## src/rtl/regs_mp.sv

```systemverilog
// Multi-port register file: 2^a words of n bits, two registered read ports, one write port, %0 reads zero.
// A sequential clear engine zeroes storage after reset. Optional macro REGS_BYPASS_EN enables write-first forwarding.
module regs_mp #(
  parameter int n = 8,
  parameter int a = 5
) (
  input  logic         clk,
  input  logic         reset,
  input  logic         w,
  input  logic [a-1:0] Waddr,
  input  logic [n-1:0] Wdata,
  input  logic [a-1:0] Raddr1,
  output logic [n-1:0] Rdata1,
  input  logic [a-1:0] Raddr2,
  output logic [n-1:0] Rdata2,
  output logic         busy
);

  localparam int depth = 2 ** a;
  localparam logic [a-1:0] last_addr = '1;
  localparam logic [a-1:0] first_addr = a'(1);

  typedef enum logic {CLEAR, READY} state_t;

  state_t       state;
  state_t       state_next;
  logic [a-1:0] ptr;
  logic [n-1:0] mem [depth];
  logic         mem_we;
  logic [a-1:0] mem_addr;
  logic [n-1:0] mem_data;
  logic [n-1:0] read1;
  logic [n-1:0] read2;

  // The pointer parks on the last address once the walk completes.
  always_ff @(posedge clk) begin
    if (reset) begin
      state <= CLEAR;
      ptr   <= first_addr;
    end else begin
      state <= state_next;
      if (state == CLEAR && ptr != last_addr)
        ptr <= ptr + a'(1);
    end
  end

  always_comb begin
    state_next = state;
    mem_we     = 1'b0;
    mem_addr   = Waddr;
    mem_data   = Wdata;
    case (state)
      CLEAR: begin
        mem_we   = 1'b1;
        mem_addr = ptr;
        mem_data = '0;
        if (ptr == last_addr)
          state_next = READY;
      end
      READY: begin
        if (w && Waddr != '0)
          mem_we = 1'b1;
      end
      default: state_next = CLEAR;
    endcase
  end

  assign busy = (state == CLEAR);

  // Storage has no reset so it can map onto MLAB/sync RAM.
  always_ff @(posedge clk) begin
    if (mem_we)
      mem[mem_addr] <= mem_data;
  end

  always_comb begin
    read1 = (Raddr1 == '0) ? '0 : mem[Raddr1];
    read2 = (Raddr2 == '0) ? '0 : mem[Raddr2];
`ifdef REGS_BYPASS_EN
    if (state == READY && mem_we && Waddr == Raddr1)
      read1 = Wdata;
    if (state == READY && mem_we && Waddr == Raddr2)
      read2 = Wdata;
`else
`endif
  end

  always_ff @(posedge clk) begin
    if (reset || state == CLEAR) begin
      Rdata1 <= '0;
      Rdata2 <= '0;
    end else begin
      Rdata1 <= read1;
      Rdata2 <= read2;
    end
  end

endmodule

```

## config.mk

```make
export PLATFORM = sky130hd
export DESIGN_NAME = regs_mp
export DESIGN_NICKNAME = d
export VERILOG_FILES = /design/src/rtl/regs_mp.sv
export SDC_FILE = /design/constraint.sdc
export NUM_CORES = 1
export LEC_CHECK = 0
export BUFFER_PORTS_ARGS = -buffer_cell sky130_fd_sc_hd__clkbuf_2
export CAP_MARGIN = 20
export CORE_ASPECT_RATIO = 0.6
export CORE_MARGIN = 2
export CORE_UTILIZATION = 25
export CTS_CLUSTER_SIZE = 12
export DETAILED_ROUTE_END_ITERATION = 6
export PLACE_DENSITY = 0.41
export SYNTH_ARGS = -nofsm -noshare
export SYNTH_HDL_FRONTEND = slang
export SYNTH_SLANG_ARGS = --single-unit
```

## constraint.sdc

```tcl
create_clock -name clk -period 2.3 [get_ports clk]
set_clock_uncertainty 0.1 [all_clocks]
set_input_delay 0.23 -clock clk [delete_from_list [all_inputs] [get_ports clk]]
set_output_delay 0.23 -clock clk [all_outputs]
set_load 0.01 [all_outputs]
```

==> summary.md, run 1 <==
| Metric | Value |
|---|---|
| Outcome | complete, no violations |
| Root buf cell | clkbuf_16 |
| Syn_nets | 898 |
| Reg-to-reg startpoint | state |
| Max-Cap Viols | 0 |
| H-tree depth | 1 |
| HP Class | in -> reg |
| Final net count | 1003 |
| Top-count cell post-synth | edfxtp_1 |
| Area share of the largest cell type after synthesis | between 50% and 60% |
| Hold Path End | Rdata2[1] |
| I/O Pins | 43 |
| Unique cell type count in the Yosys netlist | 40 |
| Mapped Avg Cell Area | 15.05 um^2 |
| Number of fill cells | 5079 |
| Count of cells along the worst hold path | 4 |
| CP arrival | around 2300 ps |
| Routability Congestion | 0.7997 |
| Peak VDD IR | 504.2 uV |
| Grt ovf | 0 |
| Post-synth EDFFs | 256 |
| Final setup violation count | 0 |
| Tmin final | around 2200 ps |
| Post-DP HPWL | 30470 um |
| Clk sinks | between 200 and 300 |
| Slew of the pin with the lowest slew margin | about 950 ps |
| DR vias | 8386 |
| Ys async rst share | 0% |
| Worst Min Path Start | Raddr2[3] |
| Die ar. | 54290 um^2 |
| Routed length per instance | 27.41 um |
| Slew HR | 36.28% |
| # DRC | 0 |
| Max Fclk | around 0.46 GHz |
| R2R Setup Slk | 150 ps |
| Max-slew violations | 0 |
| Final Hold Fails | 0 |
| Mapped cell area | 13100 um^2 |
| GRT Total Usage | 16.91% |
| Pwr dens | 704.2 nW/um^2 |
| CTS max path bufs | 3 |
| RSZ-0062 raised after global routing | false |
| Area Overhead vs Synth | 18.52% |
| Synth area leaders | edfxtp_1 (59%), mux2i_1 (15%), a22oi_1 (5.5%), dfxtp_1 (3.4%), mux4_2 (3.3%) |
| Rows | 64 |
| Synthesized flop and latch total | between 200 and 300 |
| Port-buffer cells | 42 |
| Drt pass-1 iters | 7 |
| Sequential cell area fraction in the yosys report | 62.06% |
| Die Height | between 150 and 200 um |
| TNS Setup | 0 ps |
| CP endpoint kind | flip-flop |
| Routed wire length | 46260 um |
| Routed vias/inst | 4.968 |
| First-pass GRT wire length | 64890 um |
| Leak pwr | between 5 and 6 nW |
| Synth Flop Type | edfxtp_1 |
| Initial antenna violation count | 0 |
| Yosys warnings | 0 |
| Antenna Cells | 0 |
| WS Path Type | reg -> reg |
| Final ANT Viol Nets | 0 |
| CTS Buf Count | 28 |
| R2R Path End | mem[18][6] |
| Worst skew pair latency | 560 ps |
| Die W | 299.5 um |
| Synth cell count leaders | edfxtp_1 (256), mux2i_1 (193), a22oi_1 (96), nand3_1 (49), nor2_1 (40) |
| Critical Path RT | 2470 ps |
| Vias in the first global route | 8408 |
| Core box area | 51330 um^2 |
| Reg2Reg Depth | 5 |
| CTS tree | done |
| Initial Util | 25.51% |
| Synth area leader | edfxtp_1 |
| Fin crit share | between 90% and 100% |
| PnR Total Power | 10.93 mW |
| Crit path max fanout | 8 |
| Gate Count Post-Synth | 870 |
| Setup crit start kind | flip-flop |
| Clk pin slew, worst setup/hold paths | 70 ps |
| Largest net degree at the start of global routing | between 60 and 70 |
| Proportion of layout cells with a drive suffix above 1 | 21.41% |
| Iter 0 DRT Violations | 865 |
==> state kept, by name, summed over array words and instances, names as in the netlist <==
name    count
Rdata1      8
mem       256
Rdata2      8
state       1
ptr         5
==> worst max-delay path: stages, from the launching register on <==
cell,delay [ps]
dfxtp_1,450
buf_4,180
mux2i_2,420
nand2_1,220
nor2_1,270
buf_4,220
==> layout by cell type, fill, tap and decap left out, drive strengths merged, types with 22 or more instances in the layout <==
cell type and instances:
a22oi 96, buf 94, clkbuf 85, dfxtp 22, edfxtp 256, mux2i 193
mux4 32, nand2 31, nand3 49, nor2 40
==> per-layer routing <==
metal	share of wire (%)	track usage, %
met1	50	26.05
met2	40	23.27
met3	8.3	4.413
met4	1.9	3.740
met5	0	0
==> what timing repair did <==
item | 4_1_cts | 5_1_grt
resized for setup | 0 | 3
setup endpoints to repair | 0 | 94
hold buffers | 1 | 0
buffers inserted | 0 | 0
hold endpoints to repair | 6 | 0
==> final cells by class <==
class	instances	area (um^2)	share of cell area [%]
Sequential cell	278	8128	52.36
Tap cell	693	867.1	5.586
Inverter	3	11.26	0.07255
Multi-Input combinational cell	530	4651	29.96
Timing Repair Buffer	134	1015	6.537
Clock inverter	4	41.29	0.2660
Clock buffer	46	809.5	5.215
==> worst max-delay path by stage <==
stage | to | from | depth (start not counted)
global placement | mem[25][2] | state | 5
global route | mem[0][1] | state | 6
finish | mem[18][6] | state | 5
detailed placement | mem[24][1] | state | 5
CTS | mem[24][0] | state | 5
floorplan | mem[19][0] | state | 5
==> power by group <==
group / internal (mW) / total [mW] / switching (mW) / leakage (nW)
clock: 2.49 / 4.47 / 1.98 / 0.408
combinational: 0.378 / 0.881 / 0.503 / 2.64
sequential: 5.53 / 5.58 / 0.0442 / 2.46
==> per-stage QoR <==
stage / hold WS [ps] / setup slack [ps] / utilization, % / instances / area [um^2]
3_3_place_gp: 454.4 / 50.08 / 28.54 / 1637 / 14650
2_1_floorplan: 199.1 / 250.4 / - / 870 / 13100
3_5_place_dp: 459.8 / 76.58 / 28.54 / 1637 / 14650
6_report: 61.50 / 149.0 / 30.24 / 1688 / 15520
4_1_cts: 16.68 / 63.72 / 30.21 / 1688 / 15510
5_1_grt: 101.0 / 35.98 / 30.24 / 1688 / 15520
==> logic make-up (layout without fill, tap and decap cells) <==
logic type	Yosys count	count (layout)	synth area share [%]
AO/OA/AOI/OAI	108	108	6.095
XOR/XNOR	3	3	0.2007
adder cells (fa/ha/maj)	2	2	0.1910
buffers and inverters	62	187	2.589
flip-flops	278	278	62.06
multiplexers	242	242	22.08
AND/OR/NAND/NOR	175	175	6.783
(Power assumes the default switching activity.)
==> inputs of run 2 (changes only) <==
==> config.mk (replaced) <==
export PLATFORM = sky130hd
export DESIGN_NAME = regs_mp
export DESIGN_NICKNAME = d
export VERILOG_FILES = /design/src/rtl/regs_mp.sv
export SDC_FILE = /design/constraint.sdc
export NUM_CORES = 1
export LEC_CHECK = 0
export CAP_MARGIN = 20
export CORE_ASPECT_RATIO = 0.6
export CORE_MARGIN = 2
export CORE_UTILIZATION = 25
export CTS_CLUSTER_SIZE = 12
export DETAILED_ROUTE_END_ITERATION = 6
export DONT_BUFFER_PORTS = 1
export PLACE_DENSITY = 0.42
export SYNTH_ARGS = -nofsm -noshare
export SYNTH_HDL_FRONTEND = slang
export SYNTH_SLANG_ARGS = --single-unit
==> constraint.sdc (replaced) <==
create_clock -name clk -period 1.92 [get_ports clk]
set_clock_uncertainty 0.1 [all_clocks]
set_input_delay 0.192 -clock clk [delete_from_list [all_inputs] [get_ports clk]]
set_output_delay 0.192 -clock clk [all_outputs]
set_load 0.01 [all_outputs]
==> summary.md, run 2 (synthesized netlist as in run 1, its figures left out) <==
| Metric | Value |
|---|---|
| Max Fclk | 0.5207 GHz |
| Max-slew violations | 0 |
| Port-buffer cells | 0 |
| Routed vias/inst | 5.211 |
| Final net count | 977 |
| # DRC | 0 |
| Comb power frac | 6.9% |
| Setup crit start kind | flip-flop |
| Final ANT Viol Nets | 0 |
| Die W | between 200 and 300 um |
| Most common cell after layout, fill and taps aside | edfxtp_1 |
| Clk pin slew, worst setup/hold paths | 60 ps |
| Area Overhead vs Synth | 20.11% |
| Iter 0 DRT Violations | between 1000 and 1500 |
| Pint | 10.29 mW |
| Routed wire length | 48190 um |
| I/O Pins | 43 |
| Placed instance area | 14600 um^2 |
| H-tree depth | 1 |
| Antenna Cells | 0 |
| Reg2Reg Depth | 4 |
| NetSw | between 2 and 3 mW |
| Fin crit share | 100.0% |
| Core box area | a little over 50000 um^2 |
| DR vias | 8651 |
| Vias in the first global route | 8247 |
| Number of fill cells | 5012 |
| Most flops, register | mem |
| Root buf cell | clkbuf_16 |
| Worst skew pair latency | a little under 600 ps |
| Initial Util | between 20% and 30% |
| PnR Total Power | 13.28 mW |
| CTS max path bufs | 3 |
| CP Capture Point | Rdata1[7] |
| Proportion of layout cells with a drive suffix above 1 | between 20% and 30% |
| Post-DP HPWL | 32170 um |
| Outcome | complete, but fails checks |
| Crit path max fanout | 2 |
| Final Util | between 30% and 40% |
| Area of all sequential standard cells | 8132 um^2 |
| CP startpoint | mem[0][7] |
| Die Height | 181.3 um |
| Die ar. | 54290 um^2 |
| Top Registers | mem: 256 flops, Rdata1: 8 flops, Rdata2: 8 flops |
| CP endpoint kind | flip-flop |
| Final Hold Fails | 0 |
| Slew HR | 64.86% |
| R2R Path End | Rdata1[7] |
| R2R Setup Slk | -0.4 ps |
| Design Area, Final | 15730 um^2 |
| Largest net degree at the start of global routing | 112 |
| Initial antenna violation count | 1 |
| Setup Fix Bufs, Post-CTS | 0 |
| First-pass GRT wire length | 66640 um |
| Rows | between 60 and 70 |
| Clk sinks | 278 |
| Routability Congestion | 0.8426 |
| Tmin final | just under 2000 ps |
| Area of the multi-input gates | 4756 um^2 |
| Max-Cap Viols | 0 |
| Slew of the pin with the lowest slew margin | 525.3 ps |
| CP arrival | 2250 ps |
| Drt pass-1 iters | 5 |
| Final critical-path setup slack | -0.4476 ps |
| Clock Power Share | 42.5% |
| HP Class | in -> reg |
| Hold slack | about 16 ps |
| CTS Buf Count | 29 |
| WS Path Type | reg -> reg |
| Critical Path RT | between 2000 and 2500 ps |
| Reg-to-reg startpoint | mem[0][7] |
| Switching fraction of total power | 22.47% |
| CTS tree | done |
| Max reg flops | 256 |
| RSZ-0062 raised after global routing | true |
| Peak VDD IR | 609.2 uV |
| GRT Total Usage | 17.49% |
| Leak pwr | around 5.5 nW |
| Most frequent cells in the layout | edfxtp_1 (256), mux2i_1 (193), a22oi_1 (96), buf_4 (76), nand3_1 (45) |
| Routed length per instance | 29.03 um |
| Pwr dens | around 840 nW/um^2 |
| Grt ovf | 0 |
| Final setup violation count | 1 |
| Failing checks | setup timing |
| Seq pwr share | 50.7% |
==> run 2: layout make-up <==
class / instances / share of cell area [%]
Sequential cell: 278 / 51.69
Multi-Input combinational cell: 530 / 30.23
Timing Repair Buffer: 107 / 6.682
Tap cell: 693 / 5.512
Clock buffer: 41 / 5.226
Clock inverter: 8 / 0.5807
Inverter: 3 / 0.07159
==> run 2: metal layers <==
layer	global-route usage, %	part of all wire, %
met3	6.169	11
met5	1.499	0.23
met2	22.20	38
met1	27.69	49
met4	3.040	1.7
==> run 2: worst max-delay path: stages, from the launching register on <==
cell and delay, ps:
edfxtp_1 500, mux4_4 620, mux2_2 290, nand2_2 130, nand4_1 140
==> run 2: power groups by stage <==
| stage | sequential [mW] | combinational, mW | clock, mW |
|---|---|---|---|
| after floorplan | 6.79 | 0.657 | 0 |
| after global placement | 6.86 | 0.836 | 0 |
| after detailed placement | 6.85 | 0.829 | 0 |
| after CTS | 6.72 | 0.867 | 5.75 |
| after global routing | 6.73 | 0.942 | 5.96 |
| final | 6.73 | 0.910 | 5.64 |
==> run 2: how the worst min path moves through the flow <==
stage | startpoint | end | slack, ps | cells past startpoint
after global placement | reset | ptr[2] | 170 | 1
after CTS | Raddr2[0] | Rdata2[1] | 0.3 | 4
after detailed placement | reset | ptr[1] | 170 | 1
after floorplan | reset | ptr[1] | 160 | 1
after global routing | Raddr2[3] | Rdata2[5] | 7 | 4
final | Raddr2[3] | Rdata2[5] | 20 | 4
==> run 2: through the flow <==
step	worst slack (ps)	setup TNS (ps)	cells
finish	-0.4476	-0.4476	1660
global route	-25.34	-404.9	1660
global placement	-256.2	-15680	1604
floorplan	-129.6	-14890	870
CTS	13.97	0	1660
detailed placement	-234.5	-13770	1604
==> run 2: repair_timing <==
action,CTS,global route
hold endpoints to repair,20,0
endpoints found under the setup margin,96,126
hold buffers,7,0
gates cloned,0,0
pin swaps,0,3
resized for setup,10,32
==> inputs of run 3 (changes only) <==
--- a/config.mk
+++ b/config.mk
@@ -6,13 +6,15 @@
 export NUM_CORES = 1
 export LEC_CHECK = 0
 export CAP_MARGIN = 20
+export CELL_PAD_IN_SITES_DETAIL_PLACEMENT = 1
+export CELL_PAD_IN_SITES_GLOBAL_PLACEMENT = 1
 export CORE_ASPECT_RATIO = 0.6
 export CORE_MARGIN = 2
 export CORE_UTILIZATION = 25
 export CTS_CLUSTER_SIZE = 12
 export DETAILED_ROUTE_END_ITERATION = 6
 export DONT_BUFFER_PORTS = 1
-export PLACE_DENSITY = 0.42
+export PLACE_DENSITY = 0.46
 export SYNTH_ARGS = -nofsm -noshare
 export SYNTH_HDL_FRONTEND = slang
 export SYNTH_SLANG_ARGS = --single-unit
==> constraint.sdc (replaced) <==
create_clock -name clk -period 1.92 [get_ports clk]
set_clock_uncertainty 0.1 [all_clocks]
set_input_delay 0.096 -clock clk [delete_from_list [all_inputs] [get_ports clk]]
set_output_delay 0.096 -clock clk [all_outputs]
set_load 0.01 [all_outputs]
==> summary.md, run 3 (synthesized netlist as in run 1, its figures left out) <==
| Metric | Value |
|---|---|
| Outcome | complete, no violations |
| Grt ovf | 0 |
| Count of cells along the worst hold path | 4 |
| Comb power frac | 7.9% |
| Initial Util | 25.51% |
| Hold slack | 14.75 ps |
| Seq pwr share | 50.9% |
| CTS max path bufs | 3 |
| Hold Path End | Rdata2[6] |
| Clk sinks | 278 |
| Leak pwr | approximately 5.5 nW |
| Top Registers | mem: 256 flops, Rdata1: 8 flops, Rdata2: 8 flops |
| I/O Pins | 43 |
| Area of all sequential standard cells | slightly above 8000 um^2 |
| Clk pin slew, worst setup/hold paths | 70 ps |
| Pint | 10.08 mW |
| Worst skew pair latency | 580 ps |
| HP Class | in -> reg |
| Slew of the pin with the lowest slew margin | approximately 830 ps |
| Clock Power Share | 41.2% |
| Max-Cap Viols | 0 |
| Drt pass-1 iters | 5 |
| Routability Congestion | approximately 0.80 |
| R2R Setup Slk | approximately 60 ps |
| Most common cell after layout, fill and taps aside | edfxtp_1 |
| H-tree depth | 1 |
| Initial antenna violation count | 2 |
| Setup crit start kind | input pin |
| CTS tree | done |
| Number of fill cells | 5383 |
| Worst-path cell with the longest stage delay | dlygate4sd3_1 |
| Pwr dens | 829.3 nW/um^2 |
| Peak VDD IR | 677.3 uV |
| Routed wire length | 50450 um |
| Critical Path RT | 2250 ps |
| Root buf cell | clkbuf_16 |
| Routed length per instance | 30.08 um |
| Area of the multi-input gates | about 4700 um^2 |
| Proportion of layout cells with a drive suffix above 1 | 20.65% |
| Crit path max fanout | a little under 60 |
| Critical Path Max Stage Delay | 1090 ps |
| R2R Path End | Rdata2[4] |
| RSZ-0062 raised after global routing | false |
| Die ar. | between 50000 and 60000 um^2 |
| Vias in the first global route | roughly 8500 |
| WS Path Type | in -> reg |
| Die Height | 181.3 um |
| Die W | 299.5 um |
| Post-DP HPWL | ~33000 um |
| NetSw | 3.073 mW |
| Rows | 64 |
| Switching fraction of total power | 23.36% |
| Core box area | 51330 um^2 |
| Max Fclk | 0.5336 GHz |
| Max-slew violations | 0 |
| Final ANT Viol Nets | 0 |
| Reg2Reg Depth | 6 |
| Port-buffer cells | 0 |
| Cells along the critical path | dlygate4sd3_1, mux4_4, mux2_2, nand2_1, nand4_1 |
| CP arrival | roughly 2200 ps |
| Area Overhead vs Synth | 21.15% |
| Reg-to-reg startpoint | state |
| Routed vias/inst | 5.086 |
| Final net count | 989 |
| Max reg flops | roughly 260 |
| Most frequent cells in the layout | edfxtp_1 (256), mux2i_1 (193), a22oi_1 (96), buf_4 (63), nand3_1 (48) |
| Most flops, register | mem |
| First-pass GRT wire length | 70320 um |
| Final Hold Fails | 0 |
| Fin crit share | 97.60% |
| # DRC | 0 |
| CTS Buf Count | 29 |
| PnR Total Power | 13.16 mW |
| CP endpoint kind | flip-flop |
| Slew HR | 44.21% |
| Tmin final | around 1900 ps |
| Largest net degree at the start of global routing | 92 |
| Iter 0 DRT Violations | 753 |
| Worst Min Path Start | Raddr2[3] |
| DR vias | 8530 |
| GRT Total Usage | approximately 18% |
| Final setup violation count | 0 |
[run 3: cell count changes in the layout (fill, tap and decap cells not counted), moves of 3 or more]
| cell | before | now |
|---|---|---|
| buf_4 | 76 | 63 |
| clkbuf_1 | 8 | 16 |
| dlygate4sd3_1 | 7 | 22 |
| nand3_2 | 4 | 1 |
| buf_6 | 8 | 12 |
| nand2_1 | 23 | 26 |
| buf_12 | 16 | 22 |
| nand3_1 | 45 | 48 |
[run 3: per-stage QoR]
step | util (%) | instance area, um^2 | setup WS (ps) | TNS, ps | std cells
4_1_cts | 30.69 | 15760 | 1.904 | 0 | 1676
3_5_place_dp | 28.48 | 14620 | -69.38 | -586.5 | 1599
3_3_place_gp | 28.48 | 14620 | -137.3 | -1309 | 1599
2_1_floorplan | - | 13100 | -129.6 | -14890 | 870
6_report | 30.91 | 15870 | 46.10 | 0 | 1677
5_1_grt | 30.91 | 15860 | 1.602 | 0 | 1676
[run 3: worst max-delay path: cells and delay by family]
family | cells | cell delay (ps)
mux | 2 | 840
simple gates | 2 | 160
buf+inv | 1 | 1090
[run 3: how the worst max path moves through the flow]
stage                     startpoint         end  depth (start not counted)
after CTS                      state   mem[3][0]                          7
final                      Raddr1[2]   Rdata1[7]                          5
after global routing       Raddr1[2]   Rdata1[7]                          5
after floorplan                state  mem[19][0]                          5
after global placement         state  mem[28][0]                          7
after detailed placement       state  mem[28][7]                          8
[run 3: repair_timing]
item	CTS	global route
gates resized for setup	6	31
hold buffers	24	0
endpoints found under the hold margin	286	0
pin swaps	0	1
cloned	0	0
setup endpoints to repair	28	217
setup buffers	0	0
[run 3: final cells by class]
type	instances	share of cell area (%)
Sequential cell	278	51.23
Clock inverter	7	0.3706
Multi-Input combinational cell	530	29.81
Antenna cell	1	0.01577
Clock buffer	46	5.039
Timing Repair Buffer	119	7.996
Tap cell	693	5.465
Inverter	3	0.07097
[run 3: routing by layer]
metal,wire [um],part of all wire [%],up-vias,GRT usage (%)
met5,52,0.10,-,0.7055
met3,3840,7.6,52,4.714
met4,1017,2.0,2,3.660
li1,-,-,3669,-
met2,19370,38,281,23.89
met1,26170,52,4526,29.65
[run 3: power groups by stage]
stage / combinational (mW) / sequential (mW) / clock [mW]
CTS: 0.998 / 6.69 / 5.55
detailed placement: 0.872 / 6.82 / 0
floorplan: 0.657 / 6.79 / 0
global placement: 0.878 / 6.83 / 0
global route: 1.08 / 6.70 / 5.78
finish: 1.04 / 6.70 / 5.42
